`config.mk`:
```
export PLATFORM = sky130hd
export DESIGN_NAME = ps2_key_decoder
export DESIGN_NICKNAME = d
export VERILOG_FILES = /design/src/rtl/ps2_key_decoder.sv
export SDC_FILE = /design/constraint.sdc
export NUM_CORES = 1
export LEC_CHECK = 0
export ABC_AREA = 1
export CAP_MARGIN = 40
export CORE_MARGIN = 2
export CORE_UTILIZATION = 25
export CTS_CLUSTER_SIZE = 14
export DETAILED_ROUTE_END_ITERATION = 6
export HOLD_SLACK_MARGIN = 0.12
export PLACE_DENSITY_LB_ADDON = 0.15
export SYNTH_ARGS = -nofsm -noshare
export SYNTH_HDL_FRONTEND = slang
export SYNTH_SLANG_ARGS = --single-unit
```
`constraint.sdc`:
```
create_clock -name Clk -period 3.6 [get_ports Clk]
set_clock_uncertainty 0.15 [all_clocks]
set_input_delay 0.9 -clock Clk [delete_from_list [all_inputs] [get_ports Clk]]
set_output_delay 0.9 -clock Clk [all_outputs]
set_load 0.02 [all_outputs]
```
`src/rtl/ps2_key_decoder.sv`:
```
// PS/2 keyboard receiver: conditions the asynchronous PS/2 lines, frames 11-bit
// serial bytes and decodes set-2 make/break codes into held-key levels.
module ps2_key_decoder #(
  parameter int unsigned FILTER_LEN     = 8,
  parameter int unsigned TIMEOUT_CYCLES = 100000
) (
  input  logic       Clk,
  input  logic       Reset,
  input  logic       PS2_CLK,
  input  logic       PS2_DAT,
  output logic       w_key,
  output logic       s_key,
  output logic       up_key,
  output logic       down_key,
  output logic       space_key,
  output logic [7:0] keycode,
  output logic       keycode_ext,
  output logic       keycode_valid,
  output logic       frame_err
);

  localparam int unsigned FW = $clog2(FILTER_LEN + 1);
  localparam int unsigned TW = $clog2(TIMEOUT_CYCLES + 1);

  typedef enum logic [1:0] {IDLE, DATA, PARITY, STOP} state_t;

  logic          clk_s1, clk_s2, dat_s1, dat_s2;
  logic          filt_clk, filt_prev;
  logic [FW-1:0] filt_cnt;
  logic          fall;

  state_t        state;
  logic [7:0]    shreg;
  logic [2:0]    bitcnt;
  logic          par_ok;
  logic [TW-1:0] to_cnt;
  logic          byte_valid;
  logic [7:0]    byte_data;
  logic          ext, brk;

  assign fall = filt_prev & ~filt_clk;

  always_ff @(posedge Clk) begin
    if (Reset) begin
      clk_s1    <= 1'b1;
      clk_s2    <= 1'b1;
      dat_s1    <= 1'b1;
      dat_s2    <= 1'b1;
      filt_clk  <= 1'b1;
      filt_prev <= 1'b1;
      filt_cnt  <= '0;
    end else begin
      clk_s1    <= PS2_CLK;
      clk_s2    <= clk_s1;
      dat_s1    <= PS2_DAT;
      dat_s2    <= dat_s1;
      filt_prev <= filt_clk;
      // Any sample agreeing with the current filtered level restarts the run.
      if (clk_s2 == filt_clk) begin
        filt_cnt <= '0;
      end else if (filt_cnt == FW'(FILTER_LEN - 1)) begin
        filt_clk <= clk_s2;
        filt_cnt <= '0;
      end else begin
        filt_cnt <= filt_cnt + 1'b1;
      end
    end
  end

  always_ff @(posedge Clk) begin
    if (Reset) begin
      state         <= IDLE;
      shreg         <= '0;
      bitcnt        <= '0;
      par_ok        <= 1'b0;
      to_cnt        <= '0;
      byte_valid    <= 1'b0;
      byte_data     <= '0;
      ext           <= 1'b0;
      brk           <= 1'b0;
      w_key         <= 1'b0;
      s_key         <= 1'b0;
      up_key        <= 1'b0;
      down_key      <= 1'b0;
      space_key     <= 1'b0;
      keycode       <= '0;
      keycode_ext   <= 1'b0;
      keycode_valid <= 1'b0;
      frame_err     <= 1'b0;
    end else begin
      byte_valid    <= 1'b0;
      keycode_valid <= 1'b0;
      frame_err     <= 1'b0;

      if (state == IDLE || fall) to_cnt <= '0;
      else                       to_cnt <= to_cnt + 1'b1;

      if (state != IDLE && !fall && to_cnt == TW'(TIMEOUT_CYCLES - 1)) begin
        state     <= IDLE;
        frame_err <= 1'b1;
        ext       <= 1'b0;
        brk       <= 1'b0;
      end else if (fall) begin
        case (state)
          IDLE: begin
            if (!dat_s2) begin
              state  <= DATA;
              bitcnt <= '0;
            end
          end
          DATA: begin
            shreg  <= {dat_s2, shreg[7:1]};
            bitcnt <= bitcnt + 1'b1;
            if (bitcnt == 3'd7) state <= PARITY;
          end
          PARITY: begin
            par_ok <= ^{shreg, dat_s2};
            state  <= STOP;
          end
          STOP: begin
            if (dat_s2 && par_ok) begin
              byte_valid <= 1'b1;
              byte_data  <= shreg;
            end else begin
              frame_err <= 1'b1;
              ext       <= 1'b0;
              brk       <= 1'b0;
            end
            state <= IDLE;
          end
          default: state <= IDLE;
        endcase
      end

      // A byte is decoded the cycle after its stop bit; no fall or timeout can coincide.
      if (byte_valid) begin
        if (byte_data == 8'hE0) begin
          ext <= 1'b1;
        end else if (byte_data == 8'hF0) begin
          brk <= 1'b1;
        end else begin
          ext <= 1'b0;
          brk <= 1'b0;
          if (!ext && !brk &&
              (byte_data == 8'hAA || byte_data == 8'h00 || byte_data == 8'hFF)) begin
            w_key     <= 1'b0;
            s_key     <= 1'b0;
            up_key    <= 1'b0;
            down_key  <= 1'b0;
            space_key <= 1'b0;
          end else begin
            case ({ext, byte_data})
              9'h01D:  w_key     <= !brk;
              9'h01B:  s_key     <= !brk;
              9'h029:  space_key <= !brk;
              9'h175:  up_key    <= !brk;
              9'h172:  down_key  <= !brk;
              default: ;
            endcase
          end
          if (!brk) begin
            keycode       <= byte_data;
            keycode_ext   <= ext;
            keycode_valid <= 1'b1;
          end
        end
      end
    end
  end

endmodule

```
==> results of run 1 <==
[critical path: cells and delay by family]
| family | cells | cell delay, ns |
|---|---|---|
| compound gates | 1 | 0.11 |
| simple gates | 1 | 0.36 |
| buf+inv | 2 | 1.09 |
[kinds of logic after synthesis]
family	after synthesis	share of synthesized area
flops	68	0.429
simple gates	208	0.294
xor+xnor	13	0.0359
compound gates	81	0.130
fa+ha+maj	8	0.0315
buf+inv	58	0.0800
[through the flow]
| step | utilization | hold slack (ns) | power [mW] |
|---|---|---|---|
| 6_report | 0.302 | 0.259 | 1.59 |
| 5_1_grt | 0.302 | 0.277 | 1.65 |
| 4_1_cts | 0.302 | 0.263 | 1.62 |
| 3_5_place_dp | 0.280 | 0.250 | 0.799 |
| 3_3_place_gp | 0.280 | 0.242 | 0.798 |
| 2_1_floorplan | - | 0.239 | 0.791 |
[layout make-up]
class                           count  share of cell area
Sequential cell                    68               0.360
Tap cell                          172              0.0570
Timing Repair Buffer               20              0.0523
Clock buffer                       13              0.0689
Clock inverter                      2             0.00265
Multi-Input combinational cell    310               0.413
Inverter                           45              0.0460
[metal layers]
metal / vias to the layer above / GRT usage / share of wire
met1: 1200 / 0.132 / 0.48
met2: 45 / 0.176 / 0.46
li1: 1449 / - / -
met4: 0 / 0.0478 / 0.022
met3: 15 / 0.0358 / 0.035
met5: - / 0 / 0
[sequential cells by signal, summed over array words and instances, names as in the netlist, 2 cells and up]
register	cells
bitcnt	3
byte_data	8
filt_cnt	4
keycode	8
shreg	8
state	2
to_cnt	17
[layout by cell type, fill, tap and decap left out, types with 8 or more instances in the layout]
master | netlist | routed
nand2_1 | 83 | 83
dfxtp_1 | 68 | 68
nor2_1 | 61 | 61
a21oi_1 | 43 | 43
inv_1 | 35 | 35
o21ai_0 | 34 | 34
nand3_1 | 28 | 28
clkdlybuf4s50_1 | 0 | 19
clkbuf_16 | 0 | 9
nand4_1 | 8 | 8
nor3_1 | 8 | 8
ha_1 | 8 | 8
[worst paths after layout]
check / start / endpoint / slack (ns)
max reg2reg: filt_clk$_SDFFE_PP1P_ / byte_data[6]$_SDFFE_PP0P_ / 1.68
min reg2reg: dat_s1$_SDFF_PP1_ / dat_s2$_SDFF_PP1_ / 0.26
min: dat_s1$_SDFF_PP1_ / dat_s2$_SDFF_PP1_ / 0.26
max: Reset / ext$_SDFF_PP0_ / 1.20
[power by group through the flow]
stage	logic [mW]	clock network [mW]	registers, mW
after floorplan	0.0193	0	0.772
after global placement	0.0248	0	0.774
after detailed placement	0.0254	0	0.774
after CTS	0.0255	0.836	0.757
after global routing	0.0287	0.865	0.757
final	0.0251	0.805	0.758
==> metrics.md, run 1 <==
| Metric | Value |
|---|---|
| Clock sinks | `68` |
| Post-Syn Instances | `436` |
| Final Cycle Share | `0.666` |
| Fin crit period | `2.40 ns` |
| GRT Residual Overflow | `0` |
| R2r worst-path depth | `6` |
| Gpl congestion | `just over 0.8` |
| Slowest stage cell, crit path | `clkinv_1` |
| Row count | `41` |
| Register bit total from synthesis | `68` |
| CP peak stage delay | `around 0.61 ns` |
| Clock Root Buffer | `clkbuf_16` |
| Sw Ratio | `0.204` |
| Routed via count | `2709` |
| First-pass GRT wire length | `11600 um` |
| Outcome | `complete, no violations` |
| CP required | `3.66 ns` |
| Largest net degree at the start of global routing | `29` |
| CTS tree | `built` |
| DRC violations left | `0` |
| Switching pwr | `roughly 0.32 mW` |
| # diodes | `0` |
| Die height | `between 100 and 150 um` |
| Syn-to-layout area delta | `19.0%` |
| Detailed Place HPWL | `approximately 5000 um` |
| Post-synth top cells | `nand2_1, dfxtp_1, nor2_1` |
| Initial antenna violation count | `0` |
| Top_reg_cell synth | `dfxtp_1` |
| # nets final | `466` |
| Post-synth EDFFs | `0` |
| IO Count | `20` |
| Register area share after synthesis | `0.429` |
| Placed cell count | `~620` |
| Port bufs | `19` |
| Die X | `~120 um` |
| Cell chain of the critical path | `clkdlybuf4s50_1 > clkinv_1 > nand3_1 > o21ai_0` |
| Hold Path Class | `flop to flop` |
| Synth area leaders | `dfxtp_1, nand2_1, nor2_1, a21oi_1, o21ai_0` |
| Area leader, netlist | `dfxtp_1` |
| Core region area | `approximately 13000 sq um` |
| Netlist cell types | `31` |
| Clock network power share | `0.507` |
| Post-synth ARST share | `0` |
| Max IR drop VDD | `0.000173 V` |
| H-tree depth | `3` |
| Maximum fanout along the worst path | `28` |
| Final wirelength | `6920 um` |
| Post-CTS setup buffer count | `0` |
| FMAX | `between 400 and 500 MHz` |
| Clock latency on the worst-skew pair | `0.33 ns` |
| Layout fillers | `approximately 1400` |
| Starting DRC count in detailed routing | `between 100 and 150` |
| Crit end category | `flop` |
| Synth Cell Area | `3170 sq um` |
| Starting Density | `0.254` |
| CTS clk-pin slew, worst paths | `around 0.050 ns` |
| Post-CTS Resized | `0` |
| First-pass DRT Iterations | `4` |
| Hold Fails Final Rpt | `0` |
| Worst path arrival time | `2.45 ns` |
| Syn. warnings | `0` |
| Cell area after placement | `3510 sq um` |
| Setup Viol. Count Final | `0` |
| Synth Area per Inst | `7.28 sq um` |
| Setup WS post-layout | `1.20 ns` |
| Final ANT Viol Nets | `0` |
| Final non-filler cell total | `630` |
| Layout cells sized above 1 | `0.0852` |
| Combinational Power Share | `0.016` |
| Die area | `~14000 sq um` |
| Area share of the largest cell type after synthesis | `0.429` |
| Multi-input gate area | `~1600 sq um` |
| Setup Total Neg Slack | `0 ns` |
| Via density | `~4.3` |
| Hold path cells | `1` |
| Final instance area | `3780 sq um` |
| Critical path class | `input port to flop` |
| RSZ-0062 raised after global routing | `no` |
| Worst slew pin tran | `between 0.7 and 0.8 ns` |
| Wirelength per Cell | `11.0 um` |
| Startpoint types | `input port` |
| Static Leak | `1.34 nW` |
| Hold buffer count at CTS | `0` |
| Total track usage | `0.109` |
| Net Count, Synth | `about 450` |
| P per Cell Area | `between 400 and 500 nW/um^2` |
| Sequential cell area | `1360 sq um` |
| Dominant cell by count in the synthesized netlist | `nand2_1` |
| Total of max-cap violations | `0` |
| CTS Buf Count | `9` |
| Slew Limit Fails | `0` |
| Max Buffers Root-to-Sink | `2` |
| Pre-CTS setup slack | `0.853 ns` |
| Vias in the first global route | `~2500` |
| Reg power frac | `0.477` |
| Worst slew margin | `0.487` |
| P_int | `around 1.3 mW` |
No activity file was read; power rests on OpenSTA's default activity.
==> run 2, diff against run 1 <==
- clock period: 3.6 -> 1.93 ns (I/O delays scaled with it)
==> metrics.md, run 2 (synthesis gave the netlist of run 1 again) <==
| Metric | Value |
|---|---|
| Hold buffer count at CTS | `0 (unchanged)` |
| CTS Buf Count | `9 (unchanged)` |
| Power Total | `2.94 mW (was 1.59 mW)` |
| Static Leak | `1.55 nW (was 1.34 nW)` |
| Reg power frac | `0.480 (was 0.477)` |
| Worst slew pin tran | `0.384 ns (was 0.765 ns)` |
| Setup Viol. Count Final | `0 (unchanged)` |
| Die X | `117 um (unchanged)` |
| Hold Path Class | `flop to flop (unchanged)` |
| CTS clk-pin slew, worst paths | `0.05 ns (about the same)` |
| Outcome | `complete, no violations (unchanged)` |
| R2R Path End | `state[1]$_SDFFE_PP0P_ (was byte_data[6]$_SDFFE_PP0P_)` |
| Critical path class | `flop to output pin (was input port to flop)` |
| Sequential cell area | `1360 sq um (unchanged)` |
| P per Cell Area | `759 nW/um^2 (was 420 nW/um^2)` |
| Starting DRC count in detailed routing | `118 (was 123)` |
| Layout cells sized above 1 | `0.103 (was 0.0852)` |
| Most flops, register | `to_cnt (unchanged)` |
| FF-to-FF Start | `state[0]$_SDFFE_PP0P_ (was filt_clk$_SDFFE_PP1P_)` |
| Hold Fails Final Rpt | `0 (unchanged)` |
| Clock latency on the worst-skew pair | `0.33 ns (about the same)` |
| Final Cycle Share | `0.978` |
| Final wirelength | `6920 um (about the same)` |
| Startpoint types | `flop (was input port)` |
| First-pass GRT wire length | `12100 um (was 11600 um)` |
| Die height | `117 um (unchanged)` |
| RSZ-0062 raised after global routing | `no (unchanged)` |
| FMAX | `530 MHz` |
| Post-CTS setup buffer count | `0 (unchanged)` |
| Initial antenna violation count | `0 (unchanged)` |
| Die area | `13600 sq um (unchanged)` |
| Worst Path Buf+Inv | `1 (was 2)` |
| # diodes | `0 (unchanged)` |
| Detailed Place HPWL | `5120 um (was 5010 um)` |
| Via density | `4.28 (was 4.30)` |
| Slowest stage cell, crit path | `clkdlybuf4s50_1 (was clkinv_1)` |
| R2R setup slack | `0.19 ns (was 1.68 ns)` |
| Final ANT Viol Nets | `0 (unchanged)` |
| # nets final | `475 (was 466)` |
| DRC violations left | `0 (unchanged)` |
| Crit path capture | `keycode[5] (was ext$_SDFF_PP0_)` |
| Gpl congestion | `0.827 (was 0.819)` |
| Commonest non-fill, non-tap cells in the layout | `nand2_1, dfxtp_1, nor2_1, a21oi_1, inv_1 (unchanged)` |
| Sw Ratio | `0.206 (was 0.204)` |
| Starting Density | `0.254 (unchanged)` |
| Commonest non-fill, non-tap cell in the layout | `nand2_1 (unchanged)` |
| Largest net degree at the start of global routing | `29 (unchanged)` |
| CTS tree | `built (unchanged)` |
| Clock network power share | `0.501 (was 0.507)` |
| Fin crit period | `1.89 ns` |
| Vias in the first global route | `2642 (was 2473)` |
| Cell chain of the critical path | `clkdlybuf4s50_1 (was clkdlybuf4s50_1 > clkinv_1 > nand3_1 > o21ai_0)` |
| IO Count | `20 (unchanged)` |
| Max FFs per register | `17 (unchanged)` |
| Switching pwr | `0.606 mW (was 0.324 mW)` |
| Total track usage | `0.113 (was 0.109)` |
| CP top delay family | `buffers and inverters (unchanged)` |
| Pre-CTS setup slack | `0.0658 ns (was 0.853 ns)` |
| GRT Residual Overflow | `0 (unchanged)` |
| Routed via count | `2739 (was 2709)` |
| Multi-input gate area | `1560 sq um (about the same)` |
| Clock Root Buffer | `clkbuf_16 (unchanged)` |
| Levels on crit path | `1 (was 4)` |
| R2r worst-path depth | `7 (was 6)` |
| Setup WS post-layout | `0.0419 ns (was 1.20 ns)` |
| CP required | `1.30 ns (was 3.66 ns)` |
| P_int | `2.34 mW (was 1.26 mW)` |
| Max Buffers Root-to-Sink | `2 (unchanged)` |
| Layout fillers | `1394 (was 1399)` |
| Slew Limit Fails | `0 (unchanged)` |
| Maximum fanout along the worst path | `2 (was 28)` |
| Max IR drop VDD | `0.000393 V (was 0.000173 V)` |
| Crit. Startpoint | `keycode[5]$_SDFFE_PP0P_ (was Reset)` |
| Combinational Power Share | `0.018 (was 0.016)` |
| CP peak stage delay | `0.61 ns (about the same)` |
| Total of max-cap violations | `0 (unchanged)` |
| Cell area after placement | `3590 sq um (was 3510 sq um)` |
| Worst path arrival time | `1.26 ns (was 2.45 ns)` |
| Clock sinks | `68 (unchanged)` |
| First-pass DRT Iterations | `7 (was 4)` |
| H-tree depth | `3 (unchanged)` |
| Core region area | `12500 sq um (unchanged)` |
| Wirelength per Cell | `10.8 um (was 11.0 um)` |
| Syn-to-layout area delta | `22.1% (was 19.0%)` |
| Port bufs | `19 (unchanged)` |
| Crit end category | `output pin (was flop)` |
| Row count | `41 (unchanged)` |
| Final instance area | `3880 sq um (was 3780 sq um)` |
| Setup Total Neg Slack | `0 ns (unchanged)` |
| Worst slew margin | `0.741 (was 0.487)` |
run 2: power groups by stage:
stage	logic (mW)	registers (mW)	clock network [mW]
2_1_floorplan	0.0361	1.44	0
3_3_place_gp	0.0545	1.44	0
3_5_place_dp	0.0555	1.44	0
4_1_cts	0.0552	1.41	1.53
5_1_grt	0.0617	1.41	1.59
6_report	0.0542	1.41	1.47
run 2: worst min path at each step:
| stage | from | endpoint | cells past startpoint |
|---|---|---|---|
| after floorplan | clk_s1$_SDFF_PP1_ | clk_s2$_SDFF_PP1_ | 1 |
| after global placement | clk_s1$_SDFF_PP1_ | clk_s2$_SDFF_PP1_ | 1 |
| after detailed placement | dat_s1$_SDFF_PP1_ | dat_s2$_SDFF_PP1_ | 1 |
| after CTS | clk_s1$_SDFF_PP1_ | clk_s2$_SDFF_PP1_ | 1 |
| after global routing | dat_s1$_SDFF_PP1_ | dat_s2$_SDFF_PP1_ | 1 |
| final | dat_s1$_SDFF_PP1_ | dat_s2$_SDFF_PP1_ | 1 |
run 2: area by class of cell:
type / instances / share of cell area
multi-input combinational: 310 / 0.403
sequential: 68 / 0.351
timing repair buffer: 29 / 0.0775
clock buffer: 14 / 0.0655
tap: 172 / 0.0555
inverter: 45 / 0.0449
clock inverter: 2 / 0.00258
run 2: metrics by stage:
stage / util / instances / hold slack, ns
detailed placement: 0.287 / 624 / 0.245
global route: 0.310 / 640 / 0.273
floorplan: - / 436 / 0.239
global placement: 0.287 / 624 / 0.244
CTS: 0.308 / 640 / 0.257
finish: 0.310 / 640 / 0.256
run 2: per-layer routing:
| layer | global-route usage | share of wire | up-vias |
|---|---|---|---|
| met5 | 0 | 0 | - |
| met1 | 0.132 | 0.47 | 1229 |
| li1 | - | - | 1465 |
| met3 | 0.0343 | 0.032 | 10 |
| met4 | 0.0455 | 0.020 | 0 |
| met2 | 0.193 | 0.48 | 35 |
run 2: repair_timing:
action	CTS	global route
resized for setup	0	10
endpoints found under the hold margin	0	0
setup endpoints to repair	0	10
